### src/rtl/uart_peripheral.sv
// uart_peripheral: memory-mapped 8N1 UART (TXD/RXD/CON) with level interrupt.
// Optional 4-entry RX FIFO enabled by defining UART_RX_FIFO_EN.
module uart_peripheral #(
    parameter int          CLKS_PER_BIT = 10417,
    parameter logic [31:0] BASE_ADDR    = 32'h40000018
) (
    input  logic        clk,
    input  logic        reset,
    input  logic [31:0] Addr,
    input  logic [31:0] WriteData,
    input  logic        MemRd,
    input  logic        MemWr,
    output logic [31:0] ReadData,
    input  logic        rx,
    output logic        tx,
    output logic        irqout
);
    localparam int CW = $clog2(CLKS_PER_BIT);
    localparam logic [CW-1:0] FULL = CW'(CLKS_PER_BIT - 1);
    localparam logic [CW-1:0] HALF = CW'(CLKS_PER_BIT / 2 - 1);
    typedef enum logic [1:0] {IDLE, START, DATA, STOP} state_t;
    logic w_sel_txd, w_sel_rxd, w_sel_con, w_rd_rxd, w_rd_con, w_wr_con, w_tx_start;
    logic w_tx_busy, w_tx_tick, w_tx_end, w_rx_half, w_rx_tick, w_rx_fall, w_rx_clr;
    logic w_rx_done, w_rx_good, w_rx_bad, w_rx_valid, w_ovr, w_unused;
    logic [7:0] w_rx_byte;
    logic [31:0] w_con;
    state_t r_tx_state, w_tx_next, r_rx_state, w_rx_next;
    logic [CW-1:0] r_tx_cnt, r_rx_cnt;
    logic [2:0] r_tx_bit, r_rx_bit;
    logic [7:0] r_tx_shift, r_txd, r_rx_shift;
    logic [1:0] r_ie;
    logic r_tx, r_tx_done, r_ferr, r_ovr, r_irq, r_rx_s1, r_rx_s2, r_rx_d;
    assign w_sel_txd  = Addr == BASE_ADDR;
    assign w_sel_rxd  = Addr == BASE_ADDR + 32'd4;
    assign w_sel_con  = Addr == BASE_ADDR + 32'd8;
    assign w_rd_rxd   = MemRd & w_sel_rxd;
    assign w_rd_con   = MemRd & w_sel_con;
    assign w_wr_con   = MemWr & w_sel_con;
    assign w_tx_busy  = r_tx_state != IDLE;
    assign w_tx_start = MemWr & w_sel_txd & ~w_tx_busy;
    assign w_tx_tick  = r_tx_cnt == FULL;
    assign w_tx_end   = (r_tx_state == STOP) & w_tx_tick;
    assign w_unused   = ^WriteData[31:8];
    always_comb begin
        w_tx_next = r_tx_state;
        case (r_tx_state)
            IDLE:    w_tx_next = w_tx_start ? START : IDLE;
            START:   w_tx_next = w_tx_tick ? DATA : START;
            DATA:    w_tx_next = (w_tx_tick && r_tx_bit == 3'd7) ? STOP : DATA;
            STOP:    w_tx_next = w_tx_tick ? IDLE : STOP;
            default: w_tx_next = IDLE;
        endcase
    end
    always_ff @(posedge clk or negedge reset) begin
        if (!reset) begin
            r_tx_state <= IDLE;
            r_tx_cnt   <= '0;
            r_tx_bit   <= '0;
            r_tx_shift <= '0;
            r_txd      <= '0;
            r_tx       <= 1'b1;
        end else begin
            r_tx_state <= w_tx_next;
            r_tx_cnt   <= (r_tx_state == IDLE || w_tx_tick) ? '0 : r_tx_cnt + 1'b1;
            if (w_tx_start) begin
                r_txd      <= WriteData[7:0];
                r_tx_shift <= WriteData[7:0];
                r_tx_bit   <= '0;
                r_tx       <= 1'b0;
            end else if (w_tx_tick && r_tx_state == START) begin
                r_tx <= r_tx_shift[0];
            end else if (w_tx_tick && r_tx_state == DATA) begin
                r_tx_shift <= r_tx_shift >> 1;
                r_tx_bit   <= r_tx_bit + 1'b1;
                r_tx       <= (r_tx_bit == 3'd7) ? 1'b1 : r_tx_shift[1];
            end
        end
    end
    // RX samples the synchronised line at mid-bit; START is timed from the detected edge
    assign w_rx_half = r_rx_cnt == HALF;
    assign w_rx_tick = r_rx_cnt == FULL;
    assign w_rx_fall = r_rx_d & ~r_rx_s2;
    assign w_rx_clr  = (r_rx_state == IDLE) | ((r_rx_state == START) ? w_rx_half : w_rx_tick);
    assign w_rx_done = (r_rx_state == STOP) & w_rx_tick;
    assign w_rx_good = w_rx_done & r_rx_s2;
    assign w_rx_bad  = w_rx_done & ~r_rx_s2;
    always_comb begin
        w_rx_next = r_rx_state;
        case (r_rx_state)
            IDLE:    w_rx_next = w_rx_fall ? START : IDLE;
            START:   w_rx_next = w_rx_half ? (r_rx_s2 ? IDLE : DATA) : START;
            DATA:    w_rx_next = (w_rx_tick && r_rx_bit == 3'd7) ? STOP : DATA;
            STOP:    w_rx_next = w_rx_tick ? IDLE : STOP;
            default: w_rx_next = IDLE;
        endcase
    end
    always_ff @(posedge clk or negedge reset) begin
        if (!reset) begin
            r_rx_s1    <= 1'b1;
            r_rx_s2    <= 1'b1;
            r_rx_d     <= 1'b1;
            r_rx_state <= IDLE;
            r_rx_cnt   <= '0;
            r_rx_bit   <= '0;
            r_rx_shift <= '0;
        end else begin
            r_rx_s1    <= rx;
            r_rx_s2    <= r_rx_s1;
            r_rx_d     <= r_rx_s2;
            r_rx_state <= w_rx_next;
            r_rx_cnt   <= w_rx_clr ? '0 : r_rx_cnt + 1'b1;
            if (r_rx_state == IDLE) r_rx_bit <= '0;
            if (r_rx_state == DATA && w_rx_tick) begin
                r_rx_shift <= {r_rx_s2, r_rx_shift[7:1]};
                r_rx_bit   <= r_rx_bit + 1'b1;
            end
        end
    end
`ifdef UART_RX_FIFO_EN
    logic [7:0] r_fifo [4];
    logic [1:0] r_wp, r_rp;
    logic [2:0] r_cnt;
    logic w_pop, w_push;
    assign w_rx_valid = r_cnt != 3'd0;
    assign w_pop      = w_rd_rxd & w_rx_valid;
    assign w_push     = w_rx_good & (~r_cnt[2] | w_pop);
    assign w_ovr      = w_rx_good & r_cnt[2] & ~w_pop;
    assign w_rx_byte  = w_rx_valid ? r_fifo[r_rp] : 8'h00;
    always_ff @(posedge clk) begin
        if (w_push) r_fifo[r_wp] <= r_rx_shift;
    end
    always_ff @(posedge clk or negedge reset) begin
        if (!reset) begin
            r_wp  <= '0;
            r_rp  <= '0;
            r_cnt <= '0;
        end else begin
            r_wp  <= r_wp + {1'b0, w_push};
            r_rp  <= r_rp + {1'b0, w_pop};
            r_cnt <= r_cnt + {2'b0, w_push} - {2'b0, w_pop};
        end
    end
`else
    logic [7:0] r_rx_data;
    logic r_rx_valid;
    assign w_rx_valid = r_rx_valid;
    assign w_rx_byte  = r_rx_data;
    assign w_ovr      = w_rx_good & r_rx_valid & ~w_rd_rxd;
    always_ff @(posedge clk or negedge reset) begin
        if (!reset) begin
            r_rx_data  <= '0;
            r_rx_valid <= 1'b0;
        end else begin
            if (w_rx_good) r_rx_data <= r_rx_shift;
            r_rx_valid <= w_rx_good | (r_rx_valid & ~w_rd_rxd);
        end
    end
`endif
    // Flag sets are ORed after the read-clear so a same-edge set wins
    always_ff @(posedge clk or negedge reset) begin
        if (!reset) begin
            r_tx_done <= 1'b0;
            r_ferr    <= 1'b0;
            r_ovr     <= 1'b0;
            r_ie      <= '0;
            r_irq     <= 1'b0;
        end else begin
            r_tx_done <= w_tx_end | (r_tx_done & ~w_rd_con);
            r_ferr    <= w_rx_bad | (r_ferr & ~w_rd_con);
            r_ovr     <= w_ovr | (r_ovr & ~w_rd_con);
            if (w_wr_con) r_ie <= WriteData[1:0];
            r_irq     <= (r_ie[0] & r_tx_done) | (r_ie[1] & w_rx_valid);
        end
    end
    assign w_con    = {25'b0, r_ovr, r_ferr, w_tx_busy, w_rx_valid, r_tx_done, r_ie};
    assign ReadData = !MemRd ? '0 : w_sel_txd ? {24'b0, r_txd} : w_sel_rxd ? {24'b0, w_rx_byte} : w_sel_con ? w_con : '0;
    assign tx       = r_tx;
    assign irqout   = r_irq;
endmodule
### config.mk
export PLATFORM = sky130hd
export DESIGN_NAME = uart_peripheral
export DESIGN_NICKNAME = d
export VERILOG_FILES = /design/src/rtl/uart_peripheral.sv
export SDC_FILE = /design/constraint.sdc
export NUM_CORES = 1
export LEC_CHECK = 0
export BUFFER_PORTS_ARGS = -buffer_cell sky130_fd_sc_hd__buf_2
export CAP_MARGIN = 20
export CORE_MARGIN = 3
export CORE_UTILIZATION = 45
export CTS_CLUSTER_DIAMETER = 60
export DETAILED_ROUTE_END_ITERATION = 10
export GPL_TIMING_DRIVEN = 0
export PLACE_DENSITY = 0.71
export SLEW_MARGIN = 15
export SYNTH_ARGS = -nofsm -noshare
export SYNTH_HDL_FRONTEND = slang
export SYNTH_SLANG_ARGS = --single-unit
### constraint.sdc
create_clock -name clk -period 4.44 [get_ports clk]
set_clock_uncertainty 0.05 [all_clocks]
set_input_delay 0.666 -clock clk [delete_from_list [all_inputs] [get_ports clk]]
set_output_delay 0.666 -clock clk [all_outputs]
set_load 0.01 [all_outputs]
=== After elaboration in Yosys (flattened, before gate mapping) ===
Index checks and enable logic that the tools add are counted.

* Register bits: 81
* ROM bits: 0
* Bits of input ports: 69
* Output and inout port bits: 34
* Latch bits: 0
* Memories: 0
* RAM bits: 0

* Mux-type cells: 30
* Magnitude comparators: 0
* Bitwise logic cells: 28
* Reductions and logical operators: 13
* Add/subtract/negate cells: 4
* Shifts and indexed selects: 0
* Multipliers: 0
* Equal/unequal tests: 15
* Divide/modulo/power cells: 0

{| class="wikitable"
|+ Operators with widths
! cell !! number
|-
| 32-bit by 31-bit == test with 1-bit output (second input constant) || 3
|-
| 8-bit 2-to-1 mux || 6
|-
| 14-bit by 1-bit adder with 14-bit output (second input constant) || 2
|-
| 14-bit == test (second input constant) || 2
|-
| 14-bit 2-to-1 mux || 2
|-
| 1-bit AND || 18
|-
| 2-bit case mux with 4 select lines || 2
|-
| 3-bit 2-to-1 mux || 5
|-
| 14-bit by 13-bit == test with 1-bit output (second input constant) || 1
|-
| 2-bit 2-to-1 mux || 5
|-
| 1-bit 2-to-1 mux || 9
|-
| 2-bit == test (second input constant) || 4
|-
| 7-bit 2-to-1 mux || 1
|-
| 3-bit by 1-bit adder with 3-bit output (second input constant) || 2
|-
| 3-bit == test (second input constant) || 2
|-
| 1-bit OR || 6
|-
| 2-bit nonzero test || 3
|-
| 1-bit logical AND || 5
|-
| 2-bit by 1-bit == test with 1-bit output (second input constant) || 2
|-
| 2-bit zero test || 2
|-
| 1-bit NOT || 4
|-
| 3-bit nonzero test || 1
|-
| 2-bit inequality test (second input constant) || 1
|-
| 2-bit AND reduction || 1
|-
| 1-bit logical OR || 1
|}

=== Logic depth before layout (Yosys ltp) ===
Gate-level depths: netlist of the first run.

* Word-level depth: 6
* Depth in mapped cells: 7
* Mapped depth without buffers: 6

=== Least setup slack after synthesis of the first run ===
OpenSTA, ideal clock, no wires.

* Kind: input-to-output
* From: input Addr[25]
* To: output ReadData[0]
* Stages: 5
* Arrival time: 1.927 ns
* Required time: 3.724 ns
* Path slack: 1.797 ns
* Cells stage by stage: nor4b_1 > nand4_1 > clkbuf_1 > nand3b_1 > o221a_2

* Cells in the longest elaborated chain, start to end: 5

{| class="wikitable"
|+ Ends and longest elaborated chain
! what !! line !! source
|-
| from (decl) || 9 || <nowiki>input logic [31:0] Addr,</nowiki>
|-
| 32-bit by 31-bit == test with 1-bit output || 35 || <nowiki>assign w_sel_con = Addr == BASE_ADDR + 32'd8;</nowiki>
|-
| 7-bit 2-to-1 mux || 176 || <nowiki>assign ReadData = !MemRd ? '0 : w_sel_txd ? {24'b0, r_txd} : w_sel_rxd ? {24'b0, w_rx_byte} : w_sel_con ? w_co ...</nowiki>
|-
| 8-bit 2-to-1 mux || 176 ||
|-
| 8-bit 2-to-1 mux * (2 in a row) || 176 ||
|-
| to (decl) || 13 || <nowiki>output logic [31:0] ReadData,</nowiki>
|}

Every way passes the cells marked *; elsewhere a longest branch is shown, timed or not.

=== Final worst setup path of the first run ===
* From: input Addr[25]
* To: output ReadData[4]

Same word-level chain as after synthesis.

==> impl_summary.log, run 1 <==
[metrics] run status: finished, final reports clean
[metrics] leading cell type by number of instances after synthesis: sky130_fd_sc_hd__dfrtp_1
[metrics] largest net degree at the start of global routing: 44
[metrics] starting density of the core: 0.4759
[metrics] placed wire-length estimate: 6.574 mm
[metrics] Netlist Area Pre-Place: 4272 sq um
[metrics] global placer's final weighted congestion: 0.8303
[metrics] floorplan die area: 10700 sq um
[metrics] total of cells resized after clock tree synthesis: 0
[metrics] Pre-Repair DR Iteration Count: 4
[metrics] tightest slew margin relative to the limit: 0.5238
[metrics] worst endpoint required time: 3720 ps
[metrics] Pwr Density: 300.9 nW/um^2
[metrics] Max-Cap Viols: 0
[metrics] number of routed nets with antenna violations: 0
[metrics] leakage: 2.379 nW
[metrics] total global routing overflow: 0
[metrics] Post-Synthesis Cells: 401
[metrics] critical path launch point type: input pin
[metrics] FFs w/ async S/R, synth: 1.000
[metrics] crit path DAT: 2490 ps
[metrics] total CTS buffers: 9
[metrics] endpoint type of the worst setup path: primary output
[metrics] Total GRT Usage: 0.1690
[metrics] ant diodes: 0
[metrics] vias post-DR: 3216
[metrics] Starting DRT DRC Count: 82
[metrics] most numerous cell types in the synthesized netlist: 77 x sky130_fd_sc_hd__dfrtp_1, 42 x sky130_fd_sc_hd__nor2_1, 33 x sky130_fd_sc_hd__mux2_2, 25 x sky130_fd_sc_hd__buf_4, 23 x sky130_fd_sc_hd__nor3_1
[metrics] number of sinks on the clock net: 81
[metrics] critical setup path kind: in2out
[metrics] die boundary width: 103.4 microns
[metrics] post-synthesis sequential element count: 81
[metrics] number of setup buffers added after CTS: 0
[metrics] Final Critical Period: 3206 ps
[metrics] number of antenna violations at the first check in global routing: 0
[metrics] count of flip-flops with a built-in enable after synthesis: 0
[metrics] Pins Over Slew Limit: 0
[metrics] class of the worst hold path: in2async
[metrics] ys flop type: sky130_fd_sc_hd__dfrtp_1
[metrics] sequential share of the synthesized area: 0.4757
[metrics] final setup TNS: 0 ps
[metrics] Final Total Pwr: 1.509 mW
[metrics] Routed WL: 8.676 mm
[metrics] number of levels the H-tree was split into: 3
[metrics] quantity of hold-fixing buffers added after cts: 0
[metrics] fmax: 311.9 MHz
[metrics] largest fanout on the critical path: 10
[metrics] maximum count of clock buffers along a single path: 2
[metrics] via count of the first global-routing pass: 3041
[metrics] unrepaired setup endpoints after global routing: false
[metrics] Yosys warning count: 0
[metrics] share of cells above drive strength 1: 0.3219
[metrics] area leader, netlist: sky130_fd_sc_hd__dfrtp_1
[metrics] clock slew seen by the registers of the worst setup and hold paths: 90 ps
[metrics] number of rows created at floorplan: 34
[metrics] cells taking the most area after synthesis: sky130_fd_sc_hd__dfrtp_1 45%, sky130_fd_sc_hd__mux2_2 8.7%, sky130_fd_sc_hd__buf_4 4.4%, sky130_fd_sc_hd__nor2_1 3.7%, sky130_fd_sc_hd__xnor2_1 3.1%
[metrics] final routed DRC violation total: 0
[metrics] clock latency of the later-clocked register in the worst-skew pair: 350 ps
[metrics] Routed wire per std cell: 13.99 microns
[metrics] final setup fails: 0
[metrics] synthesized area per cell: 10.65 sq um
[metrics] average vias per placed instance: 5.187
[metrics] number of ports placed on the die boundary: 103
[metrics] clock tree from TritonCTS: yes
[metrics] Port Buffer Count: 53
[metrics] R2R Setup Slk: 1800 ps
[metrics] CTS Root Cell: sky130_fd_sc_hd__clkbuf_8
[metrics] global-route wire length before repair: 14.21 mm
[metrics] area delta synth->final: 17.43%
[metrics] Chip Height: 103.4 microns
[metrics] top cell type's share of synthesized area: 0.4511
[metrics] peak supply drop: 164.1 uV
[metrics] pin slew with the least headroom to its limit: 707.7 ps
[metrics] count of distinct cell types in the synthesized netlist: 54
[metrics] ratio of final minimum period to clock period: 0.7221
[metrics] final hold vios: 0
[metrics] Core Area: 8976 sq um
[metrics] number of nets at the end of the flow: 566
-- metal layers --
| metal | routed length (microns) | GRT usage | vias to the layer above |
|---|---|---|---|
| met5 | 0 | 0 | - |
| met4 | 147 | 0.04980 | 0 |
| met3 | 596 | 0.03957 | 11 |
| met2 | 4137 | 0.2828 | 101 |
| met1 | 3795 | 0.2189 | 1545 |
| li1 | - | - | 1559 |
-- power by group --
group / total [mW] / internal (mW) / switching, mW
registers: 0.796 / 0.763 / 0.0330
logic: 0.157 / 0.0718 / 0.0854
clock network: 0.556 / 0.270 / 0.286
total: 1.51 / 1.10 / 0.405
-- kinds of logic (layout without fill, tap and decap cells) --
| family | count (synthesis) | after routing | share of synthesized area |
|---|---|---|---|
| adders and majority gates | 8 | 8 | 0.02343 |
| buffers and inverters | 59 | 129 | 0.07616 |
| muxes | 43 | 43 | 0.1198 |
| xor gates and xnor gates | 25 | 25 | 0.05126 |
| DFF | 81 | 81 | 0.4757 |
| and+or+nand+nor | 153 | 153 | 0.1936 |
| AOI/OAI and AO/OA | 31 | 31 | 0.05917 |
| other | 1 | 24 | 0.0008779 |
-- layout make-up --
| class | instances | area, sq um |
|---|---|---|
| fillers | 794 | 3960 |
| flip-flops and latches | 81 | 2032 |
| multi-input cells | 284 | 2007 |
| repair buffers | 54 | 287.8 |
| plain buffers | 37 | 242.7 |
| well taps | 126 | 157.7 |
| clock buffers | 9 | 123.9 |
| clock inverters | 7 | 82.58 |
| inverters | 22 | 82.58 |
-- state kept, by name (all words and copies together), names as in the netlist, 2 cells and up --
name	flops
r_ie	2
r_rx_bit	3
r_rx_cnt	14
r_rx_data	8
r_rx_shift	8
r_rx_state	2
r_tx_bit	3
r_tx_cnt	14
r_tx_shift	8
r_tx_state	2
r_txd	8
-- worst max-delay path, stage by stage --
cell                       delay [ps]
sky130_fd_sc_hd__buf_2             90
sky130_fd_sc_hd__nor4b_1          320
sky130_fd_sc_hd__nand4_1          240
sky130_fd_sc_hd__clkbuf_1         280
sky130_fd_sc_hd__nand3b_1         370
sky130_fd_sc_hd__o221a_2          380
sky130_fd_sc_hd__buf_2            140
-- layout by cell type (no fill, tap or decap), types with 3 or more instances in the layout --
master / count
sky130_fd_sc_hd__a31o_2: 3
sky130_fd_sc_hd__xor2_1: 10
sky130_fd_sc_hd__buf_4: 26
sky130_fd_sc_hd__o22ai_1: 3
sky130_fd_sc_hd__nand3b_1: 3
sky130_fd_sc_hd__nor2_1: 42
sky130_fd_sc_hd__ha_1: 8
sky130_fd_sc_hd__xnor2_1: 15
sky130_fd_sc_hd__nand4_1: 10
sky130_fd_sc_hd__o221a_2: 7
sky130_fd_sc_hd__conb_1: 24
sky130_fd_sc_hd__buf_2: 54
sky130_fd_sc_hd__dfrtp_1: 77
sky130_fd_sc_hd__clkbuf_1: 8
sky130_fd_sc_hd__dfstp_2: 4
sky130_fd_sc_hd__inv_1: 21
sky130_fd_sc_hd__inv_6: 4
sky130_fd_sc_hd__nor3_1: 23
sky130_fd_sc_hd__nand2_1: 19
sky130_fd_sc_hd__and3_1: 5
sky130_fd_sc_hd__nor4_1: 14
sky130_fd_sc_hd__clkbuf_8: 9
sky130_fd_sc_hd__mux2_4: 8
sky130_fd_sc_hd__mux2_2: 33
sky130_fd_sc_hd__nand3_1: 12
sky130_fd_sc_hd__o21ai_0: 6
-- through the flow --
| stage | area (sq um) | worst slack [ps] | hold WS, ps | util | instances |
|---|---|---|---|---|---|
| 2_1_floorplan | 4358 | 1797 | 295.2 | - | 424 |
| 3_3_place_gp | 4781 | 1207 | 299.4 | 0.5326 | 603 |
| 3_5_place_dp | 4803 | 1184 | 301.6 | 0.5351 | 604 |
| 4_1_cts | 5010 | 1199 | 246.9 | 0.5581 | 620 |
| 5_1_grt | 5016 | 1011 | 253.9 | 0.5588 | 620 |
| 6_report | 5016 | 1234 | 231.0 | 0.5588 | 620 |
-- final timing paths --
check / cells past startpoint / from / end
setup / recovery: 7 / Addr[25] / ReadData[4]
hold / removal: 1 / reset / r_rx_cnt[4]$_DFF_PN0_
setup reg to reg: 5 / r_tx_cnt[3]$_DFF_PN0_ / r_tx_cnt[8]$_DFF_PN0_
hold reg to reg: 0 / r_rx_s1$_DFF_PN1_ / r_rx_s2$_DFF_PN1_
max in group asynchronous: 2 / reset / r_rx_d$_DFF_PN1_
min in group clk: 0 / r_rx_s1$_DFF_PN1_ / r_rx_s2$_DFF_PN1_
No activity file was read; power rests on OpenSTA's default activity.
==> run 2: changes to the inputs <==
--- a/config.mk
+++ b/config.mk
@@ -12,7 +12,7 @@
 export CTS_CLUSTER_DIAMETER = 60
 export DETAILED_ROUTE_END_ITERATION = 10
 export GPL_TIMING_DRIVEN = 0
-export PLACE_DENSITY = 0.71
+export PLACE_DENSITY = 0.74
 export SLEW_MARGIN = 15
 export SYNTH_ARGS = -nofsm -noshare
 export SYNTH_HDL_FRONTEND = slang
==> constraint.sdc (replaced) <==
create_clock -name clk -period 2.6 [get_ports clk]
set_clock_uncertainty 0.05 [all_clocks]
set_input_delay 0.39 -clock clk [delete_from_list [all_inputs] [get_ports clk]]
set_output_delay 0.39 -clock clk [all_outputs]
set_load 0.01 [all_outputs]
==> impl_summary.log, run 2 (synthesis results as in run 1) <==
[metrics] run status: finished, final reports clean
[metrics] fmax: 391.6 MHz
[metrics] largest net degree at the start of global routing: 59
[metrics] number of antenna violations at the first check in global routing: 0
[metrics] clock latency of the later-clocked register in the worst-skew pair: 350 ps
[metrics] critical path launch point type: register
[metrics] footprint of the multi-input gates: 2037 sq um
[metrics] R2R Setup Slk: 50 ps
[metrics] FILL cells: 807
[metrics] tightest slew margin relative to the limit: 0.5518
[metrics] final worst hold slack: 87.12 ps
[metrics] final hold vios: 0
[metrics] Storage cell area: 2033 sq um
[metrics] unrepaired setup endpoints after global routing: false
[metrics] Core Area: 8976 sq um
[metrics] pin slew with the least headroom to its limit: 666.1 ps
[metrics] Pwr Density: 507.0 nW/um^2
[metrics] Post-Place Setup Slack: -191.9 ps
[metrics] ant diodes: 0
[metrics] Max-Cap Viols: 0
[metrics] die boundary width: 103.4 microns
[metrics] Total GRT Usage: 0.1687
[metrics] number of levels the H-tree was split into: 3
[metrics] class of the worst hold path: in2reg
[metrics] share of cells above drive strength 1: 0.3407
[metrics] worst endpoint required time: 2790 ps
[metrics] final setup fails: 0
[metrics] critical setup path kind: reg2reg
[metrics] final setup TNS: 0 ps
[metrics] placed wire-length estimate: 6.635 mm
[metrics] Port Buffer Count: 53
[metrics] CTS Root Cell: sky130_fd_sc_hd__clkbuf_8
[metrics] floorplan die area: 10700 sq um
[metrics] Chip Height: 103.4 microns
[metrics] via count of the first global-routing pass: 3119
[metrics] Top Registers: r_rx_cnt (14), r_tx_cnt (14)
[metrics] maximum count of clock buffers along a single path: 2
[metrics] most frequent cells in the layout: 76 x sky130_fd_sc_hd__dfrtp_1, 55 x sky130_fd_sc_hd__buf_2, 42 x sky130_fd_sc_hd__nor2_1
[metrics] number of rows created at floorplan: 34
[metrics] number of nets at the end of the flow: 571
[metrics] number of sinks on the clock net: 81
[metrics] endpoint type of the worst setup path: register
[metrics] largest fanout on the critical path: 10
[metrics] peak supply drop: 372.7 uV
[metrics] Starting DRT DRC Count: 124
[metrics] vias post-DR: 3236
[metrics] Pins Over Slew Limit: 0
[metrics] area delta synth->final: 19.54%
[metrics] average vias per placed instance: 5.178
[metrics] Final Critical Period: 2553 ps
[metrics] Pre-Repair DR Iteration Count: 5
[metrics] total CTS buffers: 9
[metrics] ratio of final minimum period to clock period: 0.9820
[metrics] number of routed nets with antenna violations: 0
[metrics] setup slack of the critical path after layout: 46.69 ps
[metrics] global placer's final weighted congestion: 0.8288
[metrics] leakage: 2.423 nW
[metrics] most common cell after layout, fill and taps aside: sky130_fd_sc_hd__dfrtp_1
[metrics] global-route wire length before repair: 14.26 mm
[metrics] clock slew seen by the registers of the worst setup and hold paths: 90 ps
[metrics] total global routing overflow: 0
[metrics] starting density of the core: 0.4759
[metrics] Routed WL: 8.786 mm
[metrics] Routed wire per std cell: 14.06 microns
[metrics] crit path DAT: 2740 ps
[metrics] clock tree from TritonCTS: yes
[metrics] number of ports placed on the die boundary: 103
[metrics] final design utilization: 0.5689
[metrics] final routed DRC violation total: 0
[run 2: changes by cell type in the layout (fill, tap and decap cells not counted), sizes merged]
cell | before | now
dlygate4sd3 | 0 | 1
clkinvlp | 0 | 1
clkbuf | 17 | 16
inv | 25 | 23
clkinv | 3 | 4
buf | 83 | 88
[run 2: what timing repair did]
| item | in CTS | in global routing |
|---|---|---|
| pin swaps | 1 | 3 |
| hold endpoints to repair | 23 | 0 |
| setup endpoints to repair | 35 | 34 |
| hold buffers | 1 | 0 |
| setup buffers | 1 | 2 |
| gates resized for setup | 3 | 11 |
[run 2: report_power, final]
| part | leakage (nW) | internal, mW | switching (mW) |
|---|---|---|---|
| clock | 0.103 | 0.461 | 0.487 |
| sequential | 1.06 | 1.30 | 0.0581 |
| combinational | 1.26 | 0.126 | 0.153 |
| total | 2.42 | 1.89 | 0.699 |
[run 2: layer usage]
metal | global-route usage | part of all wire | up-vias
met2 | 0.2975 | 0.49 | 108
met5 | 0 | 0 | -
met1 | 0.2073 | 0.43 | 1544
li1 | - | - | 1575
met4 | 0.03984 | 0.0098 | 0
met3 | 0.04292 | 0.072 | 9
[run 2: final timing paths]
kind	start	end	cells past startpoint
min in group asynchronous	reset	r_rx_cnt[11]$_DFF_PN0_	2
max	r_rx_cnt[3]$_DFF_PN0_	r_rx_data[2]$_DFFE_PN0P_	5
min reg2reg	r_rx_s1$_DFF_PN1_	r_rx_s2$_DFF_PN1_	0
max in group asynchronous	reset	r_rx_d$_DFF_PN1_	3
max reg2reg	r_rx_cnt[3]$_DFF_PN0_	r_rx_data[2]$_DFFE_PN0P_	5
min	rx	r_rx_s1$_DFF_PN1_	1
[run 2: cell type report]
cell class | count | share of cell area
plain buffers | 37 | 0.04901
clock buffers | 9 | 0.02426
clock inverters | 7 | 0.01740
inverters | 22 | 0.01617
multi-input cells | 284 | 0.3989
flip-flops and latches | 81 | 0.3982
well taps | 126 | 0.03087
repair buffers | 59 | 0.06518
[run 2: per-stage QoR]
| step | cells | total power [mW] | area [sq um] |
|---|---|---|---|
| detailed placement | 605 | 1.652 | 4816 |
| floorplan | 424 | 1.540 | 4358 |
| CTS | 623 | 2.615 | 5055 |
| finish | 625 | 2.589 | 5106 |
| global route | 625 | 2.725 | 5106 |
| global placement | 603 | 1.633 | 4781 |
[run 2: critical path: stages (launching register included)]
cell and delay [ps]:
sky130_fd_sc_hd__dfrtp_2 450, sky130_fd_sc_hd__or4b_4 590, sky130_fd_sc_hd__or4_4 520, sky130_fd_sc_hd__or3_1 380, sky130_fd_sc_hd__buf_6 160, sky130_fd_sc_hd__mux2_4 300
